<file path="src/rtl/bsg_gateway_tag_sequencer_pkg.sv">
// Shared definitions for the gateway tag sequencer and the ROM generator:
// opcodes, the ROM entry layout and the derived entry width.
`ifndef BSG_GATEWAY_TAG_ENTRY_DECLARE
`define BSG_GATEWAY_TAG_ENTRY_DECLARE(n_mp, els_mp, lw_mp, pw_mp) \
  typedef struct packed {                                        \
    logic [3:0]        opcode;                                   \
    logic [n_mp-1:0]   mask;                                     \
    logic [els_mp-1:0] node_id;                                  \
    logic              data_not_reset;                           \
    logic [lw_mp-1:0]  len;                                      \
    logic [pw_mp-1:0]  payload;                                  \
  } entry_s
`endif

package bsg_gateway_tag_sequencer_pkg;

  typedef enum logic [3:0] {
    op_nop_e      = 4'd0,
    op_send_e     = 4'd1,
    op_wait_e     = 4'd2,
    op_done_e     = 4'd3,
    op_wait_evt_e = 4'd4
  } opcode_e;

  function automatic int rom_data_width(input int num_masters, input int lg_els,
                                        input int lg_width, input int max_payload);
    return 4 + num_masters + lg_els + 1 + lg_width + max_payload;
  endfunction

endpackage

</file>
<file path="src/rtl/bsg_gateway_tag_sequencer_if.sv">
// ROM fetch port, event input and tag/status outputs of the sequencer.
interface bsg_gateway_tag_sequencer_if #(
  parameter int num_masters_p    = 2,
  parameter int rom_addr_width_p = 32,
  parameter int rom_data_width_p = 36
);
  logic [rom_addr_width_p-1:0] rom_addr_o;
  logic [rom_data_width_p-1:0] rom_data_i;
  logic                        event_i;
  logic [num_masters_p-1:0]    tag_data_o;
  logic [num_masters_p-1:0]    tag_en_o;
  logic                        busy_o;
  logic                        done_o;
  logic                        error_o;

  modport master (
    output rom_addr_o, input rom_data_i, input event_i,
    output tag_data_o, output tag_en_o, output busy_o, output done_o, output error_o
  );

  modport slave (
    input rom_addr_o, output rom_data_i, output event_i,
    input tag_data_o, input tag_en_o, input busy_o, input done_o, input error_o
  );
endinterface

</file>
<file path="src/rtl/bsg_gateway_tag_sequencer_serializer.sv">
// Shifts one bsg_tag packet out LSB-first: start bit, node_id, data_not_reset,
// len, then the low len bits of the payload.
module bsg_gateway_tag_sequencer_serializer #(
  parameter int lg_els_p            = 10,
  parameter int lg_width_p          = 4,
  parameter int max_payload_width_p = 15
) (
  input  logic                           clk_i,
  input  logic                           reset_n_i,
  input  logic                           en_i,
  input  logic                           start_i,
  input  logic [lg_els_p-1:0]            node_id_i,
  input  logic                           data_not_reset_i,
  input  logic [lg_width_p-1:0]          len_i,
  input  logic [max_payload_width_p-1:0] payload_i,
  output logic                           bit_o,
  output logic                           active_o,
  output logic                           last_o
);
  localparam int hdr_lp   = 2 + lg_els_p + lg_width_p;
  localparam int total_lp = hdr_lp + max_payload_width_p;
  localparam int cnt_w_lp = $clog2(total_lp + 1);

  logic [total_lp-1:0] shift_reg;
  logic [cnt_w_lp-1:0] remain_reg;

  // Whole payload is loaded; the remaining-bit count cuts it at len.
  always_ff @(posedge clk_i or negedge reset_n_i) begin
    if (!reset_n_i) begin
      shift_reg  <= '0;
      remain_reg <= '0;
    end else if (en_i) begin
      if (start_i) begin
        shift_reg  <= {payload_i, len_i, data_not_reset_i, node_id_i, 1'b1};
        remain_reg <= cnt_w_lp'(hdr_lp) + cnt_w_lp'(len_i);
      end else if (remain_reg != '0) begin
        shift_reg  <= {1'b0, shift_reg[total_lp-1:1]};
        remain_reg <= remain_reg - cnt_w_lp'(1);
      end
    end
  end

  assign active_o = (remain_reg != '0);
  assign bit_o    = active_o & shift_reg[0];
  assign last_o   = (remain_reg == cnt_w_lp'(1));
endmodule

</file>
<file path="src/rtl/bsg_gateway_tag_sequencer.sv">
// Plays a tag trace from a combinational boot ROM onto num_masters_p tag lines,
// with timed waits, event waits and sticky done/error reporting.
module bsg_gateway_tag_sequencer
  import bsg_gateway_tag_sequencer_pkg::*;
#(
  parameter int num_masters_p       = 2,
  parameter int lg_els_p            = 10,
  parameter int lg_width_p          = 4,
  parameter int max_payload_width_p = 15,
  parameter int rom_addr_width_p    = 32,
  parameter int rom_data_width_p    = rom_data_width(num_masters_p, lg_els_p,
                                                     lg_width_p, max_payload_width_p)
) (
  input  logic clk_i,
  input  logic reset_n_i,
  input  logic en_i,
  bsg_gateway_tag_sequencer_if.master bus
);
  localparam logic [2:0] fetch_s = 3'd0;
  localparam logic [2:0] exec_s  = 3'd1;
  localparam logic [2:0] send_s  = 3'd2;
  localparam logic [2:0] wait_s  = 3'd3;
  localparam logic [2:0] evt_s   = 3'd4;
  localparam logic [2:0] done_s  = 3'd5;
  localparam logic [2:0] error_s = 3'd6;

  `BSG_GATEWAY_TAG_ENTRY_DECLARE(num_masters_p, lg_els_p, lg_width_p, max_payload_width_p);

  entry_s                          rom_entry;
  entry_s                          instr_reg;
  logic [2:0]                      state_reg, state_next;
  logic [max_payload_width_p-1:0]  cnt_reg, cnt_next;
  logic [rom_addr_width_p-1:0]     addr_reg;
  logic                            start;
  logic                            ser_bit, ser_active, ser_last;
  logic                            in_send;

  assign rom_entry = bus.rom_data_i;

  always_comb begin
    state_next = state_reg;
    cnt_next   = cnt_reg;
    start      = 1'b0;
    if (en_i) begin
      case (state_reg)
        fetch_s: state_next = exec_s;
        exec_s: begin
          case (instr_reg.opcode)
            op_nop_e: state_next = fetch_s;
            op_send_e: begin
              if (32'(instr_reg.len) > max_payload_width_p) begin
                state_next = error_s;
              end else begin
                state_next = send_s;
                start      = 1'b1;
              end
            end
            op_wait_e: begin
              if (instr_reg.payload == '0) begin
                state_next = fetch_s;
              end else begin
                state_next = wait_s;
                cnt_next   = instr_reg.payload;
              end
            end
            op_done_e:     state_next = done_s;
            op_wait_evt_e: state_next = evt_s;
            default:       state_next = error_s;
          endcase
        end
        send_s: if (ser_last) state_next = fetch_s;
        wait_s: begin
          if (cnt_reg == max_payload_width_p'(1)) state_next = fetch_s;
          else                                    cnt_next   = cnt_reg - max_payload_width_p'(1);
        end
        evt_s: if (bus.event_i) state_next = fetch_s;
        default: state_next = state_reg;
      endcase
    end
  end

  always_ff @(posedge clk_i or negedge reset_n_i) begin
    if (!reset_n_i) begin
      state_reg <= fetch_s;
      cnt_reg   <= '0;
      addr_reg  <= '0;
      instr_reg <= '0;
    end else begin
      state_reg <= state_next;
      cnt_reg   <= cnt_next;
      if (en_i && state_reg == fetch_s) begin
        instr_reg <= rom_entry;
        addr_reg  <= addr_reg + rom_addr_width_p'(1);
      end
    end
  end

  bsg_gateway_tag_sequencer_serializer #(
    .lg_els_p           (lg_els_p),
    .lg_width_p         (lg_width_p),
    .max_payload_width_p(max_payload_width_p)
  ) serializer (
    .clk_i           (clk_i),
    .reset_n_i       (reset_n_i),
    .en_i            (en_i),
    .start_i         (start),
    .node_id_i       (instr_reg.node_id),
    .data_not_reset_i(instr_reg.data_not_reset),
    .len_i           (instr_reg.len),
    .payload_i       (instr_reg.payload),
    .bit_o           (ser_bit),
    .active_o        (ser_active),
    .last_o          (ser_last)
  );

  assign in_send = (state_reg == send_s) & ser_active;

  // Unmasked masters stay fully quiet, including their enable.
  for (genvar gi = 0; gi < num_masters_p; gi++) begin : g_master
    assign bus.tag_en_o[gi]   = in_send & instr_reg.mask[gi];
    assign bus.tag_data_o[gi] = in_send & instr_reg.mask[gi] & ser_bit;
  end

  assign bus.rom_addr_o = addr_reg;
  assign bus.busy_o     = (state_reg == send_s) | (state_reg == wait_s) | (state_reg == evt_s);
  assign bus.done_o     = (state_reg == done_s) | (state_reg == error_s);
  assign bus.error_o    = (state_reg == error_s);
endmodule

</file>
<file path="src/flat_wrapper.sv">
// flat-port wrapper written by rule: the top's interface ports become plain ports
module bsg_gateway_tag_sequencer_flat import bsg_gateway_tag_sequencer_pkg::*;
#(
  parameter int num_masters_p       = 2,
  parameter int lg_els_p            = 10,
  parameter int lg_width_p          = 4,
  parameter int max_payload_width_p = 15,
  parameter int rom_addr_width_p    = 32,
  parameter int rom_data_width_p    = rom_data_width(num_masters_p, lg_els_p,
                                                     lg_width_p, max_payload_width_p)
)
  (clk_i, reset_n_i, en_i, bus_rom_addr_o, bus_rom_data_i, bus_event_i, bus_tag_data_o, bus_tag_en_o, bus_busy_o, bus_done_o, bus_error_o);
  bsg_gateway_tag_sequencer_if #(.num_masters_p(num_masters_p), .rom_addr_width_p(rom_addr_width_p), .rom_data_width_p(rom_data_width_p)) bus_i ();
  input  logic clk_i;
  input  logic reset_n_i;
  input  logic en_i;
  output wire logic [$bits(bus_i.rom_addr_o)-1:0] bus_rom_addr_o;
  input wire logic [$bits(bus_i.rom_data_i)-1:0] bus_rom_data_i;
  input wire logic [$bits(bus_i.event_i)-1:0] bus_event_i;
  output wire logic [$bits(bus_i.tag_data_o)-1:0] bus_tag_data_o;
  output wire logic [$bits(bus_i.tag_en_o)-1:0] bus_tag_en_o;
  output wire logic [$bits(bus_i.busy_o)-1:0] bus_busy_o;
  output wire logic [$bits(bus_i.done_o)-1:0] bus_done_o;
  output wire logic [$bits(bus_i.error_o)-1:0] bus_error_o;
  assign bus_rom_addr_o = bus_i.rom_addr_o;
  assign bus_i.rom_data_i = bus_rom_data_i;
  assign bus_i.event_i = bus_event_i;
  assign bus_tag_data_o = bus_i.tag_data_o;
  assign bus_tag_en_o = bus_i.tag_en_o;
  assign bus_busy_o = bus_i.busy_o;
  assign bus_done_o = bus_i.done_o;
  assign bus_error_o = bus_i.error_o;
  bsg_gateway_tag_sequencer #(.num_masters_p(num_masters_p), .lg_els_p(lg_els_p), .lg_width_p(lg_width_p), .max_payload_width_p(max_payload_width_p), .rom_addr_width_p(rom_addr_width_p), .rom_data_width_p(rom_data_width_p)) u_core (.clk_i(clk_i), .reset_n_i(reset_n_i), .en_i(en_i), .bus(bus_i));
endmodule
</file>
<file path="config.mk">
export PLATFORM = sky130hd
export DESIGN_NAME = bsg_gateway_tag_sequencer_flat
export DESIGN_NICKNAME = d
export VERILOG_FILES = /design/src/rtl/bsg_gateway_tag_sequencer_pkg.sv /design/src/rtl/bsg_gateway_tag_sequencer_if.sv /design/src/rtl/bsg_gateway_tag_sequencer_serializer.sv /design/src/rtl/bsg_gateway_tag_sequencer.sv /design/src/flat_wrapper.sv
export SDC_FILE = /design/constraint.sdc
export NUM_CORES = 1
export LEC_CHECK = 0
export ABC_CLOCK_PERIOD_IN_PS = 2800
export CORE_MARGIN = 2
export CORE_UTILIZATION = 55
export CTS_CLUSTER_DIAMETER = 150
export CTS_CLUSTER_SIZE = 40
export DETAILED_ROUTE_END_ITERATION = 8
export PLACE_DENSITY = 0.76
export SYNTH_ARGS = -nofsm -noshare
export SYNTH_HDL_FRONTEND = slang
export SYNTH_HIERARCHICAL = 1
export SYNTH_SLANG_ARGS = --single-unit
</file>
<file path="constraint.sdc">
create_clock -name clk_i -period 2.8 [get_ports clk_i]
set_clock_uncertainty 0.1 [all_clocks]
set_input_delay 0.7 -clock clk_i [delete_from_list [all_inputs] [get_ports clk_i]]
set_output_delay 0.7 -clock clk_i [all_outputs]
set_load 0.01 [all_outputs]
</file>
==> results of run 1 <==
[where the power goes]
group	internal (mW)	switching [mW]
Combinational	1.20	0.924
Sequential	2.37	0.599
Clock	1.49	0.763
Total	5.06	2.29
[cells by family after synthesis]
kind of cell | count (synthesis) | share of synthesized area [%]
xor+xnor | 32 | 4.73
fa+ha+maj | 5 | 1.06
compound gates | 78 | 8.24
mux | 95 | 18.0
buf+inv | 36 | 2.92
flops | 122 | 51.6
simple gates | 145 | 13.5
[layout by cell type (no fill, tap or decap), types with 4 or more instances in the layout]
master / instances
clkbuf_16: 16
nor4_1: 8
a21oi_1: 18
buf_2: 4
bufinv_16: 4
and2_1: 5
a31oi_1: 4
nor3_1: 7
xnor2_1: 20
xor2_1: 12
mux2_2: 89
buf_12: 4
nand2_1: 37
and3_1: 7
buf_4: 28
ha_1: 4
clkdlybuf4s50_1: 71
o21ai_0: 29
inv_1: 10
nand4_1: 14
dfrtp_1: 122
nor2_1: 36
nand2b_1: 4
[metal layers]
layer / up-vias / part of all wire (%)
met5: - / 0
met4: 0 / 0.91
met3: 13 / 4.5
met2: 122 / 49
met1: 2160 / 45
li1: 2051 / -
[worst min-delay path by stage]
stage / start / end / slack [ns] / cells past startpoint
2_1_floorplan: reset_n_i / u_core/bus.rom_addr_o[0] / 0.30 / 0
3_3_place_gp: u_core/bus.rom_addr_o[31] / u_core/bus.rom_addr_o[31] / 0.36 / 1
3_5_place_dp: u_core/bus.rom_addr_o[31] / u_core/bus.rom_addr_o[31] / 0.37 / 1
4_1_cts: u_core/bus.rom_addr_o[31] / u_core/bus.rom_addr_o[31] / 0.38 / 1
5_1_grt: u_core/bus.rom_addr_o[24] / u_core/bus.rom_addr_o[24] / 0.40 / 1
6_report: u_core/bus.rom_addr_o[31] / u_core/bus.rom_addr_o[31] / 0.37 / 1
[through the flow]
step | utilization (%) | total power, mW | setup slack (ns) | instance area, um2
floorplan | - | 4.22 | 0.198 | 5920
global placement | 67.5 | 4.87 | -0.115 | 7000
detailed placement | 67.5 | 5.00 | -0.175 | 7000
CTS | 73.7 | 7.35 | -0.0619 | 7640
global route | 74.0 | 7.77 | -0.114 | 7670
finish | 74.0 | 7.35 | -0.0449 | 7670
[final cells by class]
class,instances,area [um2]
clock buffers,21,449
clock inverters,10,166
fillers,709,2700
inverters,12,45.0
multi-input cells,355,2730
flip-flops and latches,122,3050
well taps,136,170
repair buffers,110,1050
[worst max-delay path: stages, from the launching register on]
cell     delay, ns
dfrtp_1       0.40
inv_2         0.09
ha_4          0.12
or4b_4        0.46
nor4b_4       0.15
and3_1        0.17
buf_2         0.14
[repair_timing]
action	4_1_cts	5_1_grt
gates resized for setup	25	1
hold buffers	1	0
endpoints found under the hold margin	19	0
pin swaps	3	2
buffers inserted	1	3
cloned	0	0
endpoints found under the setup margin	4	5
==> results.ini, run 1 <==
[clocking]
clockBufferDepth = 2
cts_tree = yes
worstSkewPairLatency_ns = 0.51
clk_pin_slew_ns = 0.06
cts_buffers = 17
cts-root-buf = clkbuf_8
htree_levels = 4
cts.sink_count = 122

[critical_path]
end_kind = output port
rrSetupSlack_ns = 0.46
cp.required_ns = 2.00
r2r-end = u_core/serializer/shift_reg[9]
reg2regPathDepth = 6
critPathMaxFanout = 4
rr_startpoint = u_core/state_reg[2]
arrival_ns = 2.04
startpoint_type = flip-flop
critPathKind = flip-flop to output port
endpoint = bus_tag_data_o[0]
startpoint = u_core/serializer/remain_reg[1]

[synthesis]
async_flop_share_pct = 100
synthesis.area_um2 = 5920
yosys-top-cells-area = dfrtp_1, mux2_2, xnor2_1
synth-seq-cells = 122
ys_seq_area_share_pct = 51.6
synthTopCellsByCount = dfrtp_1, mux2_2, nand2_1
synth-edff-count = 0
synth_cell_types = 55
yosys_warnings = 6
syn_nets = 558
synth_top_area_share_pct = 51.6
yosysTopAreaCell = dfrtp_1
postSynthCellCount = 513
synthFlopType = dfrtp_1
syn_avg_cell_area_um2 = 11.5
synth_most_common_cell = dfrtp_1

[timing]
holdWs_ns = 0.373
finalSetupViolations = 4
hold_viol_final = 0
setup_tns_ns = -0.0781
worstMarginPinSlew_ns = 0.801
post-route-min-period_ns = 2.84
slew-limit-headroom_pct = 46.6
worst_slack_ns = -0.0449
maxSlewViolCount = 0
rsz0062_at_grt = true
fmax_mhz = 352
finalCritPeriodShare_pct = 102

[global_route]
top_usage_layer = met2
grtUsageMet1_pct = 31.7
grt_pass1_vias = 4354
grt_max_degree = 52
antenna_found_initial = 0
use_met2_pct = 38.4
grt_usage_pct = 23.5
overflow = 0
grt_pass1_wl_mm = 21.4
use_met3_pct = 4.66

[final_layout]
drive_gt1_share_pct = 26.7
instances_no_fill = 766
diodes = 0
final_nets = 663
syn_to_final_growth_pct = 29.6
largest_reg_flops = 36

[floorplan]
num_rows = 37
dieArea_um2 = 11600
die_h_um = 108
io-pin-count = 79
core_region_area_um2 = 10400
start_util_pct = 57.1
die_w_um = 108

[outcome]
violations = negative setup slack
outcome = finished, violations left

[drt]
first_iter_violations = 249
wire_per_inst_um = 16.5
remaining_drc_errors = 0
ant_nets = 0
vias_per_cell = 5.67
firstDrtPassIters = 4
wirelength_mm = 12.7
vias = 4346

[placed_design]
place_inst = 730
dp_hpwl_mm = 8.54
gp_congestion = 0.871
io_buffers = 78

[worst_hold_path]
holdCritPathClass = flip-flop to flip-flop

[power]
vdd_drop_max_mv = 0.610
power_density_nw_per_um2 = 958
leakage_nw = 3.42

[job]
maxCapViolCount = 0

Power figures use the tool's default switching activity.
==> run 2, diff against run 1 <==
==> constraint.sdc (replaced) <==
create_clock -name clk_i -period 2.8 [get_ports clk_i]
set_clock_uncertainty 0.1 [all_clocks]
set_input_delay 0.7 -clock clk_i [delete_from_list [all_inputs] [get_ports clk_i]]
set_output_delay 0.7 -clock clk_i [all_outputs]
set_load 0.02 [all_outputs]
==> results.ini, run 2 (synthesis gave the netlist of run 1 again) <==
[timing]
fmax_mhz = 350  ; -0.47%
finalSetupViolations = 4  ; unchanged
holdWs_ns = 0.0572  ; -0.316 ns
setup_tns_ns = -0.157  ; -0.0792 ns
worstMarginPinSlew_ns = 0.955  ; +0.154 ns
worst_slack_ns = -0.0582  ; -0.0134 ns
maxSlewViolCount = 0  ; unchanged
rsz0062_at_grt = true
hold_viol_final = 0  ; unchanged
post-route-min-period_ns = 2.86  ; +0.0134 ns
finalCritPeriodShare_pct = 102  ; +0.48 points
slew-limit-headroom_pct = 36.3  ; -10 points

[final_layout]
drive_gt1_share_pct = 27.4  ; +0.78 points
final_cell_mix = dfrtp_1, mux2_2, clkdlybuf4s50_1
final_nets = 666  ; +0.45%
fin_util_pct = 74.2  ; +0.23 points
final_common_cell = dfrtp_1
syn_to_final_growth_pct = 30.0
instances_no_fill = 770  ; +0.52%
diodes = 0  ; unchanged
largest_reg_flops = 36  ; unchanged

[power]
combPwrFrac_pct = 30.5  ; +1.6 points
swShare_pct = 33.5  ; +2.3 points
clkPwrFrac_pct = 28.3  ; -2.4 points
vdd_drop_max_mv = 0.520  ; -15%
leakage_nw = 3.41  ; -0.28%
p_int_mw = 4.79  ; -5.4%
pwr-share-seq_pct = 41.2  ; +0.8 points
power_switching_mw = 2.41  ; +5.3%
power_density_nw_per_um2 = 935  ; -2.4%

[critical_path]
cp.required_ns = 2.00  ; about the same
rr_startpoint = u_core/state_reg[2]
end_kind = output port
startpoint_type = flip-flop
arrival_ns = 2.06  ; +0.02 ns
r2r-end = u_core/serializer/shift_reg[3]
critPathMaxFanout = 4  ; unchanged
reg2regPathDepth = 7  ; +1
rrSetupSlack_ns = 0.52  ; +0.06 ns
critPathKind = flip-flop to output port

[global_route]
antenna_found_initial = 0  ; unchanged
grt_pass1_vias = 4330  ; -0.55%
grt_usage_pct = 23.7  ; +0.16 points
overflow = 0  ; unchanged
grt_max_degree = 48  ; -7.7%
grt_pass1_wl_mm = 21.3  ; -0.32%

[drt]
firstDrtPassIters = 5  ; +1
ant_nets = 0  ; unchanged
wirelength_mm = 12.8  ; +1.4%
vias_per_cell = 5.71  ; +0.63%
remaining_drc_errors = 0  ; unchanged
first_iter_violations = 328  ; +32%
wire_per_inst_um = 16.7  ; +0.92%
vias = 4396  ; +1.2%

[outcome]
violations = negative setup slack
outcome = finished, violations left

[placed_design]
dp_slack_ns = -0.0992  ; +0.0757 ns
io_buffers = 78  ; unchanged
dp_hpwl_mm = 8.66  ; +1.5%
gp_congestion = 0.893  ; +2.6%
place_inst = 733  ; +0.41%

[clocking]
htree_levels = 4  ; unchanged
clk_pin_slew_ns = 0.06  ; about the same
cts_tree = yes
clockBufferDepth = 2  ; unchanged
cts_buffers = 17  ; unchanged
worstSkewPairLatency_ns = 0.51  ; about the same
cts-root-buf = clkbuf_8
cts.sink_count = 122  ; unchanged

[floorplan]
io-pin-count = 79  ; unchanged
die_w_um = 108  ; unchanged
num_rows = 37  ; unchanged
dieArea_um2 = 11600  ; unchanged
core_region_area_um2 = 10400  ; unchanged
start_util_pct = 57.1  ; unchanged
die_h_um = 108  ; unchanged

[job]
maxCapViolCount = 0  ; unchanged

[worst_hold_path]
holdCritPathClass = input port to async pin

## run 2: layout make-up
type | instances | area [um2]
flip-flops and latches | 122 | 3050
well taps | 136 | 170
fillers | 692 | 2680
inverters | 12 | 45.0
multi-input cells | 355 | 2730
clock inverters | 14 | 140
repair buffers | 113 | 1130
clock buffers | 18 | 418
## run 2: power by group through the flow
stage	clock, mW	combinational (mW)	sequential (mW)
2_1_floorplan	0	1.46	2.81
3_3_place_gp	0	2.01	2.93
3_5_place_dp	0	2.10	2.96
4_1_cts	2.08	2.15	2.94
5_1_grt	2.16	2.42	3.05
6_report	2.04	2.20	2.96
## run 2: critical path: stages (launching register included)
cell and delay [ns]:
dfrtp_1 0.39, inv_2 0.08, ha_4 0.12, or4b_4 0.47, nor4b_4 0.16, and3_1 0.20, buf_6 0.13
## run 2: through the flow
step | area (um2) | total power [mW]
2_1_floorplan | 5920 | 4.26
6_report | 7690 | 7.20
5_1_grt | 7690 | 7.63
3_3_place_gp | 7060 | 4.94
4_1_cts | 7660 | 7.17
3_5_place_dp | 7060 | 5.05
## run 2: worst max-delay path by stage
stage | start | end | slack, ns | cells past startpoint
detailed placement | en_i | u_core/bus.rom_addr_o[18] | -0.1 | 7
global placement | en_i | u_core/serializer/shift_reg[5] | -0.05 | 7
CTS | u_core/serializer/remain_reg[0] | bus_tag_data_o[0] | -0.08 | 6
global route | u_core/serializer/remain_reg[0] | bus_tag_data_o[0] | -0.13 | 6
floorplan | en_i | u_core/serializer/shift_reg[5] | 0.20 | 6
finish | u_core/serializer/remain_reg[1] | bus_tag_data_o[0] | -0.06 | 6
## run 2: per-layer routing
| layer | global-route usage (%) | vias up | share of wire, % |
|---|---|---|---|
| met5 | 0 | - | 0 |
| met4 | 8.52 | 0 | 1.1 |
| met3 | 5.02 | 14 | 5.5 |
| met2 | 38.5 | 152 | 49 |
| met1 | 31.4 | 2160 | 45 |
| li1 | - | 2070 | - |
## run 2: repair_timing
item / 4_1_cts / 5_1_grt
gates resized for setup: 32 / 3
pin swaps: 5 / 3
setup endpoints to repair: 5 / 5
cloned: 0 / 0
hold buffers: 0 / 0
buffers inserted: 2 / 3
==> run 3, diff against run 2 <==
--- a/config.mk
+++ b/config.mk
@@ -16,3 +16,4 @@
 export SYNTH_HDL_FRONTEND = slang
 export SYNTH_HIERARCHICAL = 1
 export SYNTH_SLANG_ARGS = --single-unit
+export TNS_END_PERCENT = 5
==> results.ini, run 3 (synthesis gave the netlist of run 1 again) <==
[timing]
slew-limit-headroom_pct = 36.9  ; +0.56 points
fmax_mhz = 352  ; +0.58%
rsz0062_at_grt = true
holdWs_ns = 0.0539  ; -0.00333 ns
worstMarginPinSlew_ns = 0.947  ; -0.00837 ns
finalSetupViolations = 4  ; unchanged
post-route-min-period_ns = 2.84  ; -0.0165 ns
hold_viol_final = 0  ; unchanged
finalCritPeriodShare_pct = 101  ; -0.59 points
worst_slack_ns = -0.0417  ; +0.0165 ns
maxSlewViolCount = 0  ; unchanged

[clocking]
clk_pin_slew_ns = 0.06  ; about the same
cts.sink_count = 122  ; unchanged
cts_hold_buf = 0  ; unchanged
cts_buffers = 17  ; unchanged
worstSkewPairLatency_ns = 0.51  ; about the same
cts_tree = yes
htree_levels = 4  ; unchanged
clockBufferDepth = 2  ; unchanged
cts-root-buf = clkbuf_8

[floorplan]
dieArea_um2 = 11600  ; unchanged
core_region_area_um2 = 10400  ; unchanged
io-pin-count = 79  ; unchanged
die_h_um = 108  ; unchanged
die_w_um = 108  ; unchanged
start_util_pct = 57.1  ; unchanged
num_rows = 37  ; unchanged

[critical_path]
reg2regPathDepth = 7  ; unchanged
critPathKind = flip-flop to output port
worst_path_max_delay_cell = or4b_4
critPathMaxFanout = 4  ; unchanged
startpoint = u_core/serializer/remain_reg[1]
startpoint_type = flip-flop
arrival_ns = 2.04  ; -0.02 ns
rr_startpoint = u_core/state_reg[2]
cp.required_ns = 2.00  ; about the same
crit_chain = inv_2, ha_4, or4b_4, nor4b_4, and3_1, buf_6
r2r-end = u_core/serializer/shift_reg[3]
rrSetupSlack_ns = 0.53  ; about the same
endpoint = bus_tag_data_o[0]
end_kind = output port
slowest_delay_ns = 0.47  ; about the same

[global_route]
grt_usage_pct = 23.5  ; -0.21 points
grt_max_degree = 48  ; unchanged
overflow = 0  ; unchanged
antenna_found_initial = 0  ; unchanged
grt_pass1_wl_mm = 21.1  ; -0.84%
grt_pass1_vias = 4305  ; -0.58%

[drt]
vias_per_cell = 5.73  ; +0.35%
firstDrtPassIters = 5  ; unchanged
wire_per_inst_um = 16.6  ; -0.54%
remaining_drc_errors = 0  ; unchanged
first_iter_violations = 295  ; -10%
vias = 4400  ; +0.091%
ant_nets = 0  ; unchanged
wirelength_mm = 12.7  ; -0.79%

[outcome]
violations = negative setup slack
outcome = finished, violations left

[final_layout]
syn_to_final_growth_pct = 29.7
final_nets = 664  ; -0.30%
final_common_cell = dfrtp_1
diodes = 0  ; unchanged
drive_gt1_share_pct = 27.2  ; -0.23 points
largest_reg_flops = 36  ; unchanged
final_cell_mix = dfrtp_1, mux2_2, clkdlybuf4s50_1
instances_no_fill = 768  ; -0.26%

[power]
leakage_nw = 3.40  ; -0.30%
vdd_drop_max_mv = 0.522  ; +0.38%
power_density_nw_per_um2 = 934  ; about the same

[placed_design]
io_buffers = 78  ; unchanged
place_inst = 733  ; unchanged
dp_hpwl_mm = 8.66  ; unchanged
gp_congestion = 0.893  ; unchanged

[worst_hold_path]
holdCritPathClass = input port to async pin

[job]
maxCapViolCount = 0  ; unchanged

run 3: where the power goes:
group / internal, mW / switching, mW / leakage (nW)
clock: 1.20 / 0.847 / 0.257
combinational: 1.21 / 0.960 / 1.57
sequential: 2.37 / 0.596 / 1.57
run 3: final cells by class:
| cell class | instances | area (um2) |
|---|---|---|
| repair buffers | 111 | 1120 |
| well taps | 136 | 170 |
| multi-input cells | 355 | 2730 |
| inverters | 12 | 45.0 |
| clock inverters | 14 | 140 |
| flip-flops and latches | 122 | 3050 |
| fillers | 689 | 2690 |
| clock buffers | 18 | 418 |
run 3: what timing repair did:
item                                    4_1_cts  5_1_grt
endpoints found under the setup margin        5        5
pin swaps                                     0        5
hold endpoints to repair                      0        0
gates resized for setup                      24       11
buffers inserted                              1        2
run 3: per-stage QoR:
step	setup slack, ns	TNS (ns)	total power, mW	instance area, um2	utilization (%)
4_1_cts	-0.111	-0.371	7.14	7630	73.5
6_report	-0.0417	-0.101	7.17	7680	74.0
3_3_place_gp	-0.0519	-0.960	4.94	7060	68.1
2_1_floorplan	0.198	0	4.26	5920	-
3_5_place_dp	-0.0992	-2.03	5.05	7060	68.1
5_1_grt	-0.116	-0.396	7.60	7680	74.0
run 3: per-layer routing:
layer / part of all wire [%] / track usage, % / vias up
met3: 5.7 / 5.02 / 15
met4: 0.88 / 8.52 / 0
li1: - / - / 2058
met2: 49 / 38.0 / 148
met1: 44 / 31.2 / 2179
met5: 0 / 0 / -
run 3: worst min-delay path by stage:
stage | start | to | slack, ns
finish | reset_n_i | u_core/instr_reg[31] | 0.05
CTS | reset_n_i | u_core/instr_reg[31] | 0.06
global route | reset_n_i | u_core/instr_reg[31] | 0.08
global placement | u_core/bus.rom_addr_o[31] | u_core/bus.rom_addr_o[31] | 0.36
floorplan | reset_n_i | u_core/bus.rom_addr_o[0] | 0.30
detailed placement | u_core/bus.rom_addr_o[31] | u_core/bus.rom_addr_o[31] | 0.36
run 3: critical path, delay by kind of cell, from the launching register on:
kind	cells	cell delay (ns)
flops	1	0.39
buf+inv	2	0.21
fa+ha+maj	1	0.12
simple gates	3	0.81
==> variant (config.mk and constraints of run 1) <==
`max_payload_width_p` is set to 15 in 3 places; all go to 30.
--- a/src/rtl/bsg_gateway_tag_sequencer_serializer.sv
+++ b/src/rtl/bsg_gateway_tag_sequencer_serializer.sv
@@ -3,7 +3,7 @@
 module bsg_gateway_tag_sequencer_serializer #(
   parameter int lg_els_p            = 10,
   parameter int lg_width_p          = 4,
-  parameter int max_payload_width_p = 15
+  parameter int max_payload_width_p = 30
 ) (
   input  logic                           clk_i,
   input  logic                           reset_n_i,
--- a/src/rtl/bsg_gateway_tag_sequencer.sv
+++ b/src/rtl/bsg_gateway_tag_sequencer.sv
@@ -6,7 +6,7 @@
   parameter int num_masters_p       = 2,
   parameter int lg_els_p            = 10,
   parameter int lg_width_p          = 4,
-  parameter int max_payload_width_p = 15,
+  parameter int max_payload_width_p = 30,
   parameter int rom_addr_width_p    = 32,
   parameter int rom_data_width_p    = rom_data_width(num_masters_p, lg_els_p,
                                                      lg_width_p, max_payload_width_p)
--- a/src/flat_wrapper.sv
+++ b/src/flat_wrapper.sv
@@ -4,7 +4,7 @@
   parameter int num_masters_p       = 2,
   parameter int lg_els_p            = 10,
   parameter int lg_width_p          = 4,
-  parameter int max_payload_width_p = 15,
+  parameter int max_payload_width_p = 30,
   parameter int rom_addr_width_p    = 32,
   parameter int rom_data_width_p    = rom_data_width(num_masters_p, lg_els_p,
                                                      lg_width_p, max_payload_width_p)
Interface: changed (resized bus_rom_data_i); port bits go from 79 to 94. The function was not compared with the original's and may differ.
==> variant against run 1 <==
  * The flow still finishes with violations (negative setup slack)
  * Die area is 39% higher
  * Area after synthesis grew 40%
  * Cell count is 43% higher
  * Design area up 33%
  * Sequential cell count grew 46
  * Sequential power grew 37%
  * Sequential share of layout area is 1.4 points higher
  * Global-route usage is 3.5 points higher
  * Highest routed layer unchanged
  * Total power is 24% higher
  * Setup slack worse by 7.9 ps
  * Wire length increased by 67%
==> variant: results (changes against run 1) <==
fin_setup_tns_ps: -160  # -82.2 ps
drtIter0Drc: 748  # +200%
fillers: 1033  # +46%
routed-via-count: 7128  # +64%
largest_reg_flops: 51  # +42%
synthTopCellsByCount: "dfrtp_1, nor2_1, mux2_2, o22ai_1, a221oi_1"
synth_nets: 856  # +53%
max-vdd-ir-drop_uv: 697  # +14%
gp_congestion: 0.899  # +3.2%
hold_slack_ps: 143  # -230 ps
setup_violations: 4  # unchanged
synth_seq_area_share: 0.506  # -0.00988
layout-drive-gt1-share: 0.176  # -0.0905
ys_top_cells_by_area: "dfrtp_1, mux2_2, a221oi_1"
worstMarginPinSlew_ps: 791  # -9.44 ps
grt_pass1_wl_um: 35000  # +64%
dpl.hpwl_um: 14000  # +64%
met3WireLength_um: 1350  # +140%
placed_cell_area_um2: 9540  # +36%
first_global_vias: 6974  # +60%
ys_types: 65  # +18%
crit_start: "u_core/serializer/remain_reg[0]$_DFFE_PN0P_"
hold_path.class: "in -> async"
wl_met1_um: 8850  # +54%
cts_root_buf: "clkbuf_16"
dp_slack_ps: -59.8  # +115 ps
grt_max_degree: 66  # +27%
nNetsFinal: 956  # +44%
r2r-end: "u_core/cnt_reg[29]$_DFFE_PN0P_"
reg2reg_from: "u_core/cnt_reg[12]$_DFFE_PN0P_"
numPortBuffers: 93  # +19%
synthArstFlopShare: 1.00  # unchanged
r2r_cells: 5  # -1
dr.pass1.iters: 5  # +1
status: "complete, but fails checks"
totalWireLength_um: 21100  # +67%
cts.clk_slew.worst_paths_ps: 60  # about the same
violations: "negative setup slack"
power_leakage_nw: 4.15  # +21%
fin_ws_ps: -52.8  # -7.91 ps
insertion_delay_ps: 420  # -90 ps
reg2reg_setup_slack_ps: 120  # -340 ps
grtUsageTotal: 0.271  # +0.0355
dr_wl_met2_um: 10400  # +66%
-- variant: cell count changes after synthesis, moves of 12 or more --
cell	delta
nor2_1	+54
dfrtp_1	+46
o22ai_1	+43
a221oi_1	+41
mux2_2	-37
o31ai_1	+28
clkbuf_1	+16
nor3_1	+12
-- variant: layout make-up --
type,instances,area [µm²],share of cell area
Tap cell,184,230,0.0226
Inverter,20,77.6,0.00760
Sequential cell,168,4200,0.412
Clock buffer,23,488,0.0478
Clock inverter,8,95.1,0.00932
Multi-Input combinational cell,553,3820,0.374
Timing Repair Buffer,136,1290,0.127
-- variant: power breakdown --
group | internal (W) | total (W) | switching, W
logic | 0.00135 | 0.00274 | 0.00139
clock network | 0.00140 | 0.00231 | 0.000914
registers | 0.00321 | 0.00408 | 0.000868
-- variant: logic make-up after synthesis --
group / synth area share
AND/OR/NAND/NOR: 0.154
AO/OA/AOI/OAI: 0.187
flip-flops: 0.506
buffers and inverters: 0.0396
multiplexers: 0.0717
XOR/XNOR: 0.0337
adder cells (fa/ha/maj): 0.00753
-- variant: metrics by stage --
stage / total power [W] / instances
after floorplan: 0.00570 / 796
after global placement: 0.00652 / 1054
after detailed placement: 0.00670 / 1054
after CTS: 0.00908 / 1089
after global routing: 0.00967 / 1092
final: 0.00913 / 1092
-- variant: routing by layer --
metal,vias up,global-route usage
met5,-,0
met2,348,0.438
met1,3526,0.363
met3,50,0.0574
met4,0,0.0989
li1,3204,-
-- variant: critical path, cell delays in order (launching register included) --
cell	delay [ps]
dfrtp_1	410
inv_2	90
ha_4	130
or3b_4	410
nor2_8	110
inv_4	40
and3_4	170
and3_4	160
buf_6	110
-- variant: timing repair --
action                                  4_1_cts  5_1_grt
endpoints found under the setup margin        4        4
gates cloned                                  0        0
buffers inserted                              4        3
resized for setup                            25        3
pin swaps                                     6        2
